## src/rtl/dog_sprite_anim_if.sv

```systemverilog
// Pixel/handshake bundle for the animated dog sprite.
// frame_clk and start are plain level/pulse inputs with no ready back-pressure:
// start is a 1-Clk request the block takes only when idle (busy=0),
// and done is a 1-Clk completion pulse. The dbg_* signals expose the internal
// FSM state and motion registers so checkers can bind to them directly.
interface dog_sprite_anim_if;
  logic       frame_clk;
  logic       start;
  logic [9:0] DrawX;
  logic [9:0] DrawY;
  logic       is_dog;
  logic [7:0] spr_col;
  logic [7:0] spr_row;
  logic [2:0] cel;
  logic       busy;
  logic       done;
  logic [2:0] dbg_state;
  logic [9:0] dbg_x;
  logic [9:0] dbg_y;
  logic [3:0] dbg_vel;

  modport slave (
    input  frame_clk, start, DrawX, DrawY,
    output is_dog, spr_col, spr_row, cel, busy, done,
    output dbg_state, dbg_x, dbg_y, dbg_vel
  );

  modport master (
    output frame_clk, start, DrawX, DrawY,
    input  is_dog, spr_col, spr_row, cel, busy, done,
    input  dbg_state, dbg_x, dbg_y, dbg_vel
  );
endinterface

```

## src/rtl/dog_sprite_anim.sv

```systemverilog
// Animated Duck Hunt intro dog: walk -> sniff -> jump -> fall behind grass.
// Motion advances only on frame ticks; pixel coverage is combinational.
module dog_sprite_anim #(
  parameter int SPR_W         = 56,
  parameter int SPR_H         = 48,
  parameter int START_X       = 0,
  parameter int STOP_X        = 280,
  parameter int GROUND_Y      = 360,
  parameter int GRASS_Y       = 400,
  parameter int WALK_STEP     = 2,
  parameter int JUMP_V        = 8,
  parameter int SNIFF_TICKS   = 90,
  parameter int TICKS_PER_CEL = 8,
  parameter int NUM_WALK_CELS = 4
) (
  input logic              Clk,
  input logic              Reset,
  dog_sprite_anim_if.slave bus
);

  localparam logic [10:0] SPR_W_L     = 11'(SPR_W);
  localparam logic [10:0] SPR_H_L     = 11'(SPR_H);
  localparam logic [9:0]  START_X_L   = 10'(START_X);
  localparam logic [10:0] STOP_X_L    = 11'(STOP_X);
  localparam logic [9:0]  GROUND_Y_L  = 10'(GROUND_Y);
  localparam logic [10:0] GRASS_Y_L   = 11'(GRASS_Y);
  localparam logic [10:0] WALK_STEP_L = 11'(WALK_STEP);
  localparam logic [3:0]  JUMP_V_L    = 4'(JUMP_V);
  localparam logic [15:0] SNIFF_LAST  = 16'(SNIFF_TICKS - 1);
  localparam logic [15:0] CEL_LAST    = 16'(TICKS_PER_CEL - 1);
  localparam logic [2:0]  WALK_LAST   = 3'(NUM_WALK_CELS - 1);
  localparam logic [2:0]  CEL_SNIFF   = 3'(NUM_WALK_CELS);
  localparam logic [2:0]  CEL_JUMP    = 3'(NUM_WALK_CELS + 1);
  localparam logic [2:0]  CEL_FALL    = 3'(NUM_WALK_CELS + 2);

  typedef enum logic [2:0] {
    S_IDLE  = 3'd0,
    S_WALK  = 3'd1,
    S_SNIFF = 3'd2,
    S_JUMP  = 3'd3,
    S_FALL  = 3'd4
  } state_t;

  state_t      state_q;
  logic [9:0]  x_q;
  logic [9:0]  y_q;
  logic [3:0]  vel_q;
  logic [15:0] tick_cnt_q;
  logic [2:0]  cel_q;
  logic        busy_q;
  logic        done_q;
  logic        frame_clk_q;
  logic        tick;

  logic [10:0] walk_x_d;
  logic [10:0] jump_y_d;
  logic [10:0] fall_y_d;
  logic [3:0]  fall_vel_d;
  logic [9:0]  fall_y_sat_d;

  // Rising edge of the frame strobe, visible in the Clk after the edge.
  assign tick = bus.frame_clk & ~frame_clk_q;

  // Candidate positions with an extra bit to catch overflow/underflow.
  always_comb begin
    walk_x_d     = {1'b0, x_q} + WALK_STEP_L;
    fall_vel_d   = (vel_q == 4'hf) ? vel_q : vel_q + 4'd1;
    jump_y_d     = ({1'b0, y_q} >= {7'd0, vel_q}) ? ({1'b0, y_q} - {7'd0, vel_q}) : 11'd0;
    fall_y_d     = {1'b0, y_q} + {7'd0, fall_vel_d};
    fall_y_sat_d = fall_y_d[10] ? 10'h3ff : fall_y_d[9:0];
  end

  // Intro sequencer: state, motion registers and status outputs.
  always_ff @(posedge Clk) begin
    if (Reset) begin
      state_q     <= S_IDLE;
      x_q         <= START_X_L;
      y_q         <= GROUND_Y_L;
      vel_q       <= 4'd0;
      tick_cnt_q  <= 16'd0;
      cel_q       <= 3'd0;
      busy_q      <= 1'b0;
      done_q      <= 1'b0;
      frame_clk_q <= 1'b0;
    end else begin
      frame_clk_q <= bus.frame_clk;
      done_q      <= 1'b0;
      case (state_q)
        S_IDLE: begin
          // A tick coinciding with start is deliberately not used as a step.
          if (bus.start) begin
            state_q    <= S_WALK;
            busy_q     <= 1'b1;
            tick_cnt_q <= 16'd0;
            cel_q      <= 3'd0;
          end
        end
        S_WALK: begin
          if (tick) begin
            if (walk_x_d >= STOP_X_L) begin
              x_q        <= STOP_X_L[9:0];
              state_q    <= S_SNIFF;
              tick_cnt_q <= 16'd0;
              cel_q      <= CEL_SNIFF;
            end else begin
              x_q <= walk_x_d[9:0];
              if (tick_cnt_q == CEL_LAST) begin
                tick_cnt_q <= 16'd0;
                cel_q      <= (cel_q == WALK_LAST) ? 3'd0 : cel_q + 3'd1;
              end else begin
                tick_cnt_q <= tick_cnt_q + 16'd1;
              end
            end
          end
        end
        S_SNIFF: begin
          if (tick) begin
            if (tick_cnt_q == SNIFF_LAST) begin
              state_q    <= S_JUMP;
              vel_q      <= JUMP_V_L;
              cel_q      <= CEL_JUMP;
              tick_cnt_q <= 16'd0;
            end else begin
              tick_cnt_q <= tick_cnt_q + 16'd1;
            end
          end
        end
        S_JUMP: begin
          if (tick) begin
            y_q <= jump_y_d[9:0];
            // vel<=1 also covers a zero launch speed without wrapping.
            if (vel_q <= 4'd1) begin
              vel_q   <= 4'd0;
              state_q <= S_FALL;
              cel_q   <= CEL_FALL;
            end else begin
              vel_q <= vel_q - 4'd1;
            end
          end
        end
        S_FALL: begin
          if (tick) begin
            if (fall_y_d >= GRASS_Y_L) begin
              state_q <= S_IDLE;
              done_q  <= 1'b1;
              busy_q  <= 1'b0;
              x_q     <= START_X_L;
              y_q     <= GROUND_Y_L;
              vel_q   <= 4'd0;
              cel_q   <= 3'd0;
            end else begin
              vel_q <= fall_vel_d;
              y_q   <= fall_y_sat_d;
            end
          end
        end
        default: state_q <= S_IDLE;
      endcase
    end
  end

  logic [10:0] dx;
  logic [10:0] dy;
  logic        in_x;
  logic        in_y;
  logic        hidden;
  logic        is_dog_c;

  // Zero-latency pixel coverage; the box is half-open and never wraps.
  always_comb begin
    dx       = {1'b0, bus.DrawX};
    dy       = {1'b0, bus.DrawY};
    in_x     = (dx >= {1'b0, x_q}) && (dx < ({1'b0, x_q} + SPR_W_L));
    in_y     = (dy >= {1'b0, y_q}) && (dy < ({1'b0, y_q} + SPR_H_L));
    hidden   = (state_q == S_FALL) && (dy >= GRASS_Y_L);
    is_dog_c = (state_q != S_IDLE) && in_x && in_y && !hidden;
  end

  // Offsets are below 256 inside the box, so 8-bit differences are exact.
  assign bus.is_dog    = is_dog_c;
  assign bus.spr_col   = is_dog_c ? (bus.DrawX[7:0] - x_q[7:0]) : 8'd0;
  assign bus.spr_row   = is_dog_c ? (bus.DrawY[7:0] - y_q[7:0]) : 8'd0;
  assign bus.cel       = cel_q;
  assign bus.busy      = busy_q;
  assign bus.done      = done_q;
  assign bus.dbg_state = state_q;
  assign bus.dbg_x     = x_q;
  assign bus.dbg_y     = y_q;
  assign bus.dbg_vel   = vel_q;

endmodule

```

## src/flat_wrapper.sv

```systemverilog
// flat-port wrapper written by rule: the top's interface ports become plain ports
module dog_sprite_anim_flat 
#(
  parameter int SPR_W         = 56,
  parameter int SPR_H         = 48,
  parameter int START_X       = 0,
  parameter int STOP_X        = 280,
  parameter int GROUND_Y      = 360,
  parameter int GRASS_Y       = 400,
  parameter int WALK_STEP     = 2,
  parameter int JUMP_V        = 8,
  parameter int SNIFF_TICKS   = 90,
  parameter int TICKS_PER_CEL = 8,
  parameter int NUM_WALK_CELS = 4
)
  (Clk, Reset, bus_frame_clk, bus_start, bus_DrawX, bus_DrawY, bus_is_dog, bus_spr_col, bus_spr_row, bus_cel, bus_busy, bus_done, bus_dbg_state, bus_dbg_x, bus_dbg_y, bus_dbg_vel);
  dog_sprite_anim_if bus_i ();
  input logic Clk;
  input logic Reset;
  input wire logic [$bits(bus_i.frame_clk)-1:0] bus_frame_clk;
  input wire logic [$bits(bus_i.start)-1:0] bus_start;
  input wire logic [$bits(bus_i.DrawX)-1:0] bus_DrawX;
  input wire logic [$bits(bus_i.DrawY)-1:0] bus_DrawY;
  output wire logic [$bits(bus_i.is_dog)-1:0] bus_is_dog;
  output wire logic [$bits(bus_i.spr_col)-1:0] bus_spr_col;
  output wire logic [$bits(bus_i.spr_row)-1:0] bus_spr_row;
  output wire logic [$bits(bus_i.cel)-1:0] bus_cel;
  output wire logic [$bits(bus_i.busy)-1:0] bus_busy;
  output wire logic [$bits(bus_i.done)-1:0] bus_done;
  output wire logic [$bits(bus_i.dbg_state)-1:0] bus_dbg_state;
  output wire logic [$bits(bus_i.dbg_x)-1:0] bus_dbg_x;
  output wire logic [$bits(bus_i.dbg_y)-1:0] bus_dbg_y;
  output wire logic [$bits(bus_i.dbg_vel)-1:0] bus_dbg_vel;
  assign bus_i.frame_clk = bus_frame_clk;
  assign bus_i.start = bus_start;
  assign bus_i.DrawX = bus_DrawX;
  assign bus_i.DrawY = bus_DrawY;
  assign bus_is_dog = bus_i.is_dog;
  assign bus_spr_col = bus_i.spr_col;
  assign bus_spr_row = bus_i.spr_row;
  assign bus_cel = bus_i.cel;
  assign bus_busy = bus_i.busy;
  assign bus_done = bus_i.done;
  assign bus_dbg_state = bus_i.dbg_state;
  assign bus_dbg_x = bus_i.dbg_x;
  assign bus_dbg_y = bus_i.dbg_y;
  assign bus_dbg_vel = bus_i.dbg_vel;
  dog_sprite_anim #(.SPR_W(SPR_W), .SPR_H(SPR_H), .START_X(START_X), .STOP_X(STOP_X), .GROUND_Y(GROUND_Y), .GRASS_Y(GRASS_Y), .WALK_STEP(WALK_STEP), .JUMP_V(JUMP_V), .SNIFF_TICKS(SNIFF_TICKS), .TICKS_PER_CEL(TICKS_PER_CEL), .NUM_WALK_CELS(NUM_WALK_CELS)) u_core (.Clk(Clk), .Reset(Reset), .bus(bus_i));
endmodule
```

## config.mk

```make
export PLATFORM = sky130hd
export DESIGN_NAME = dog_sprite_anim_flat
export DESIGN_NICKNAME = d
export VERILOG_FILES = /design/src/rtl/dog_sprite_anim_if.sv /design/src/rtl/dog_sprite_anim.sv /design/src/flat_wrapper.sv
export SDC_FILE = /design/constraint.sdc
export NUM_CORES = 1
export LEC_CHECK = 0
export ABC_AREA = 0
export CAP_MARGIN = 20
export CORE_UTILIZATION = 42
export CTS_CLUSTER_SIZE = 20
export DETAILED_ROUTE_END_ITERATION = 8
export SLEW_MARGIN = 20
export SYNTH_ARGS = -nofsm -noshare
export SYNTH_HDL_FRONTEND = slang
export SYNTH_SLANG_ARGS = --single-unit
```

## constraint.sdc

```tcl
create_clock -name Clk -period 4.4 [get_ports Clk]
set_input_delay 0.44 -clock Clk [delete_from_list [all_inputs] [get_ports Clk]]
set_output_delay 0.44 -clock Clk [all_outputs]
set_load 0.01 [all_outputs]
```

# Word-level counts from Yosys, hierarchy flattened
# Index checks and enable logic that the tools add are counted.
dict set report totals {
  out_inout_bits 49
  wordCells 127
  input_bits 24
  ff_bits 49
}
dict set report classes {
  eq_ne 18
  reduce_logical 23
  bitwise_logic 4
  add_sub_neg 11
  magnitude_cmp 9
  mux 53
}
# cell count
set op_table {}
lappend op_table {{$mux 16} 6}
lappend op_table {{$mux 10} 9}
lappend op_table {{$mux 3} 18}
lappend op_table {{$pmux 16 s3} 1}
lappend op_table {{$pmux 10 s2} 2}
lappend op_table {{$pmux 3 s5} 2}
lappend op_table {{$mux 4} 7}
lappend op_table {{$add 10x6->11 const B} 2}
lappend op_table {{$ge 11x9->1 const B} 2}
lappend op_table {{$lt 10x11->1} 2}
lappend op_table {{$ge 10x10->1} 2}
lappend op_table {{$add 16x1->16 const B} 1}
lappend op_table {{$eq 16x3->1 const B} 1}
lappend op_table {{$eq 16x7->1 const B} 1}
lappend op_table {{$mux 8} 2}
lappend op_table {{$ne 2x1->1 const B} 8}
lappend op_table {{$sub 8x8->8} 2}
lappend op_table {{$pmux 4 s3} 1}
lappend op_table {{$reduce_and 4->1} 3}
lappend op_table {{$add 10x2->11 const B} 1}
lappend op_table {{$add 10x4->11} 1}
lappend op_table {{$ge 10x4->1} 1}
lappend op_table {{$ge 10x9->1 const B} 1}
lappend op_table {{$reduce_and 10->1} 1}
lappend op_table {{25 further kinds} 41}

# Logic depth before layout (Yosys ltp)
dict set report depth {
  depth_word 7
  mapped_depth 14
  depth_no_buf 14
}

# Worst setup path after synthesis
# OpenSTA, ideal clock, no wires.
dict set report synth_timing {
  path_type {register to register}
  startpoint {reg u_core.vel_q[0], in the netlist u_core.bus.dbg_vel[0]}
  endpoint {reg u_core.x_q[6], in the netlist u_core.bus.dbg_x[6]}
  path_stages_with_launch 14
  path_buffers 0
  period_less_slack_ns 3.364
  setup_ns 0.125
  path_slack_ns 1.036
  arrival_time_ns 3.239
  cell_sequence {dfxtp_1 > ha_1 > and2_1 > nand2_1 > o21ai_0 > inv_1 > fa_1 > nand3b_1 > a21o_1 > or3_1 > a211oi_2 > o221ai_1 > o21ai_0 > o41ai_1}
}
dict set report synth_via {
  elab_chain_cells 6
  word_cells_on_any_way 7
  classes_between {2 x add/sub; 1 x order compare; 2 x eq/ne; 1 x mux; 1 x reduce/logical}
}
# element line_no
set synth_lines {}
lappend synth_lines {{from (decl)} dog_sprite_anim.sv:47} ;# logic [3:0] vel_q;
lappend synth_lines {{from (signal assigned)} dog_sprite_anim.sv:137} ;# vel_q <= vel_q - 4'd1;
lappend synth_lines {{from (signal assigned)} dog_sprite_anim.sv:152} ;# vel_q <= fall_vel_d;
lappend synth_lines {{$add 4x1->4 / $eq 4x4->1 (equally long branches)} dog_sprite_anim.sv:67} ;# fall_vel_d = (vel_q == 4'hf) ? vel_q : vel_q + 4'd1;
lappend synth_lines {{$mux 4 (*)} dog_sprite_anim.sv:67}
lappend synth_lines {{$add 10x4->11 (*)} dog_sprite_anim.sv:69} ;# fall_y_d = {1'b0, y_q} + {7'd0, fall_vel_d};
lappend synth_lines {{$ge 11x9->1 (*)} dog_sprite_anim.sv:143} ;# if (fall_y_d >= GRASS_Y_L) begin
lappend synth_lines {{$ne 2x1->1 (no line) (*)} n/a}
lappend synth_lines {{$reduce_and 4->1 (no line) (*)} n/a}
lappend synth_lines {{to (signal assigned)} dog_sprite_anim.sv:101} ;# x_q <= STOP_X_L[9:0];
lappend synth_lines {{to (signal assigned)} dog_sprite_anim.sv:106} ;# x_q <= walk_x_d[9:0];
lappend synth_lines {{to (decl)} dog_sprite_anim.sv:45} ;# logic [9:0] x_q;
# Mark *: on every way between the ends. The rest lies on a longest branch, timed or not.
# A chain may end at the register's enable or synchronous reset.

# Worst setup path after layout
dict set report layout_timing {
  startpoint {reg u_core.y_q[5], in the netlist u_core.bus.dbg_y[5]}
  endpoint {out bus_spr_col[6]}
}
dict set report layout_via {
  elab_chain_cells 6
  word_cells_on_any_way 7
  classes_between {1 x add/sub; 2 x order compare; 1 x mux; 3 x reduce/logical}
}
# element line_no
set layout_lines {}
lappend layout_lines {{from (decl)} dog_sprite_anim.sv:46} ;# logic [9:0] y_q;
lappend layout_lines {{from (signal assigned)} dog_sprite_anim.sv:130} ;# y_q <= jump_y_d[9:0];
lappend layout_lines {{from (signal assigned)} dog_sprite_anim.sv:153} ;# y_q <= fall_y_sat_d;
lappend layout_lines {{$add 10x6->11} dog_sprite_anim.sv:174} ;# in_y = (dy >= {1'b0, y_q}) && (dy < ({1'b0, y_q} + SPR_H_L));
lappend layout_lines {{$lt 10x11->1} dog_sprite_anim.sv:174}
lappend layout_lines {{$logic_and 1x1->1 (*)} dog_sprite_anim.sv:174}
lappend layout_lines {{$logic_and 1x1->1 (*) (2 in a row)} dog_sprite_anim.sv:176} ;# is_dog_c = (state_q != S_IDLE) && in_x && in_y && !hidden;
lappend layout_lines {{$mux 8 (*)} dog_sprite_anim.sv:181} ;# assign bus.spr_col = is_dog_c ? (bus.DrawX[7:0] - x_q[7:0]) : 8'd0;
lappend layout_lines {{to (decl)} flat_wrapper.sv:25} ;# output wire logic [$bits(bus_i.spr_col)-1:0] bus_spr_col;
# Marks and branches as above.

==> summary.txt <==
Synth
  • Area contributors post-synth: dfxtp_1, ha_1, a21oi_1, nor2_1, nand2_1
  • Async SR Flop Fraction: 0
  • Fraction of synthesized cell area taken by the top area cell type: 0.199
  • Post-synth EDFFs: 0
  • Syn avg cell area: around 7.6 um^2
  • Post-synth top flop: dfxtp_1
  • Register area share after synthesis: 0.199
  • Net Count, Synth: about 720
  • Cell area after synthesis: around 4800 um^2
  • Yosys cell types: 83
  • Yosys top cell by area: dfxtp_1
  • Post-synthesis cell count: between 600 and 700
  • Synthesis-stage register bit count: 48
  • YS warnings: 0

Global routing
  • Met2 Resource Use GR: 0.380
  • Antenna violations before repair: 0
  • GRT Residual Overflow: 0
  • Met1 Usage GRT: 0.332
  • Gr busiest metal: met2
  • Vias in the first global route: 4531
  • GRT Overall Usage: 0.234
  • Largest net degree at the start of global routing: 33
  • Met3 Use GR: 0.0314
  • First-pass GRT wire length: 22300 um

Place
  • Routability cong.: 0.908
  • IO buf count: 71
  • DP HPWL: 10500 um

Clocking
  • CTS tree: yes
  • H-tree Lvls: 2
  • Clock Path Buffers: 2
  • CTS Hold Buffers Added: 0
  • Clk_lat worst skew: 300 ps
  • Num Clock Sinks: 48
  • Worst-path clk slew: 70 ps
  • Root Driver: clkbuf_16
  • TritonCTS Buffers: 5
  • Setup repair bufs after CTS: 0

STA
  • Total negative slack: 0 ps
  • Setup violators final: 0
  • Relative slew margins: 0.350
  • Tightest Pin Transition: 969 ps
  • Final Cycle Share: 0.930
  • Slew Viols, Final: 0
  • Fin. Hold Viols: 0
  • FMAX: 244 MHz
  • RSZ-0062 raised after global routing: false
  • Skew final: 5.83 ps
  • Final Critical Period: 4090 ps

Layout
  • Highest-count cells in the layout ignoring fill and taps: clkdlybuf4s50_1, a21oi_1, nor2_1, ha_1, nand2_1
  • Syn-to-layout area delta: 21.1%
  • N_diodes: 0
  • Share of cells above drive strength 1: 0.0630
  • Nets: between 700 and 800
  • Most common cell after layout, fill and taps aside: clkdlybuf4s50_1

Worst hold path
  • Hold path startpoint: u_core.bus.busy
  • Hold WC Path Type: reg2reg

Route
  • Residual DRC count: 0
  • Routed length per placed instance: 16.2 um
  • Final wirelength: 13600 um
  • Via count: 4956
  • Drt pass-1 iters: 5
  • Iter 0 DRT Violations: a little over 400
  • Via density: 5.91
  • Post-route ant nets: 0

Floorplanning
  • Core area: 11000 um^2
  • Die height: 109 um
  • Starting Density: 0.438
  • Die width: 109 um
  • Die Area: 11900 um^2
  • I/O pin count: 73
  • Rows: 38

Critical path
  • Crit. End Element: primary output
  • Reg2reg start: u_core.bus.dbg_vel[0]
  • CP Class: reg2out
  • Worst-path maximum fanout: 11
  • Register-to-register setup slack: 540 ps
  • CP Launch Type: flip-flop
  • Required time of the critical path: 3960 ps
  • Setup crit start: u_core.bus.dbg_y[5]
  • Critical Path AT: about 3700 ps

Power and ir drop
  • Sw Ratio: 0.371
  • Peak supply drop: 0.000233 V
  • Clock network power share: 0.297
  • Comb power frac: 0.392
  • Seq pwr share: 0.312
  • Post-layout power: between 1500 and 2000 uW
  • P_int: 1090 uW
  • Leakage power: 0.00219 uW
  • Power density over the cells: 295 nW/um^2
  • Total net switching power: 640 uW

Outcome
  • Run status: finished, final reports clean

Run
  • Max Cap Viol: 0
[repair_timing]
item | CTS | global route
gates resized for setup | 0 | 1
hold endpoints to repair | 0 | 0
setup endpoints to repair | 0 | 3
[metrics by stage]
step	setup WS, ps	util	std cells	hold slack [ps]	cell area (um^2)
3_5_place_dp	466	0.513	830	471	5650
3_3_place_gp	568	0.513	830	462	5650
5_1_grt	43.3	0.531	838	507	5850
6_report	308	0.531	838	484	5850
4_1_cts	268	0.530	838	485	5850
2_1_floorplan	1040	-	638	439	4830
[path summary, 6_finish.rpt]
path,to,depth (start not counted)
setup / recovery,bus_spr_col[6],12
hold reg to reg,u_core.bus.busy,1
setup reg to reg,u_core.bus.dbg_x[6],14
hold / removal,u_core.bus.busy,1
[synthesized netlist by cell type, drive strengths merged (5+ instances only)]
master / count
a21oi: 54
nor2: 54
ha: 52
nand2: 50
dfxtp: 48
inv: 42
o21ai: 41
nor3: 27
nand3: 22
xnor2: 20
a31oi: 18
a21o: 16
clkbuf: 14
buf: 13
nand2b: 12
nor4: 12
xor2: 10
nor2b: 9
a211oi: 8
nand4: 8
and3: 7
and2: 5
[metal layers]
layer	vias up	wire, um	part of all wire
met5	-	0	0
met4	0	109	0.0080
met3	8	721	0.053
met2	134	6110	0.45
met1	2329	6660	0.49
li1	2485	-	-
[cell families (layout without fill, tap and decap cells)]
kind of cell	after synthesis	count (layout)	share of synthesized area
buffers and inverters	69	129	0.0587
adders and majority gates	56	56	0.151
AOI/OAI and AO/OA	203	203	0.285
other	2	2	0.00155
muxes	5	5	0.0106
and+or+nand+nor	225	225	0.240
xor gates and xnor gates	30	30	0.0543
DFF	48	48	0.199
[critical path, cell delays in order, from the launching register on]
cell and delay, ps:
dfxtp_1 470, inv_1 190, ha_1 300, xor2_1 170, ha_1 300, a21o_1 180
a21o_1 180, a211o_1 290, o21ai_0 230, nand3_2 190, buf_4 220, nor2_1 110
clkdlybuf4s50_1 540
[state kept, by name, indices dropped and copies added (netlist names)]
register              cells
u_core.bus.busy           1
u_core.bus.cel            3
u_core.bus.dbg_state      3
u_core.bus.dbg_vel        4
u_core.bus.dbg_x          9
u_core.bus.dbg_y         10
u_core.bus.done           1
u_core.frame_clk_q        1
u_core.tick_cnt_q        16
[final cells by class]
| class | count | area (um^2) |
|---|---|---|
| inverters | 42 | 158 |
| clock buffers | 5 | 125 |
| well taps | 140 | 175 |
| multi-input cells | 521 | 3590 |
| repair buffers | 79 | 771 |
| clock inverters | 3 | 68.8 |
| fillers | 1097 | 5180 |
| flip-flops and latches | 48 | 961 |
[power groups by stage]
stage                     Sequential, uW  Clock, uW  Combinational [uW]
after global placement               546          0                 659
after floorplan                      524          0                 475
after CTS                            537        522                 672
after detailed placement             547          0                 668
final                                538        512                 676
after global routing                 547        538                 755
Power figures use the tool's default switching activity.
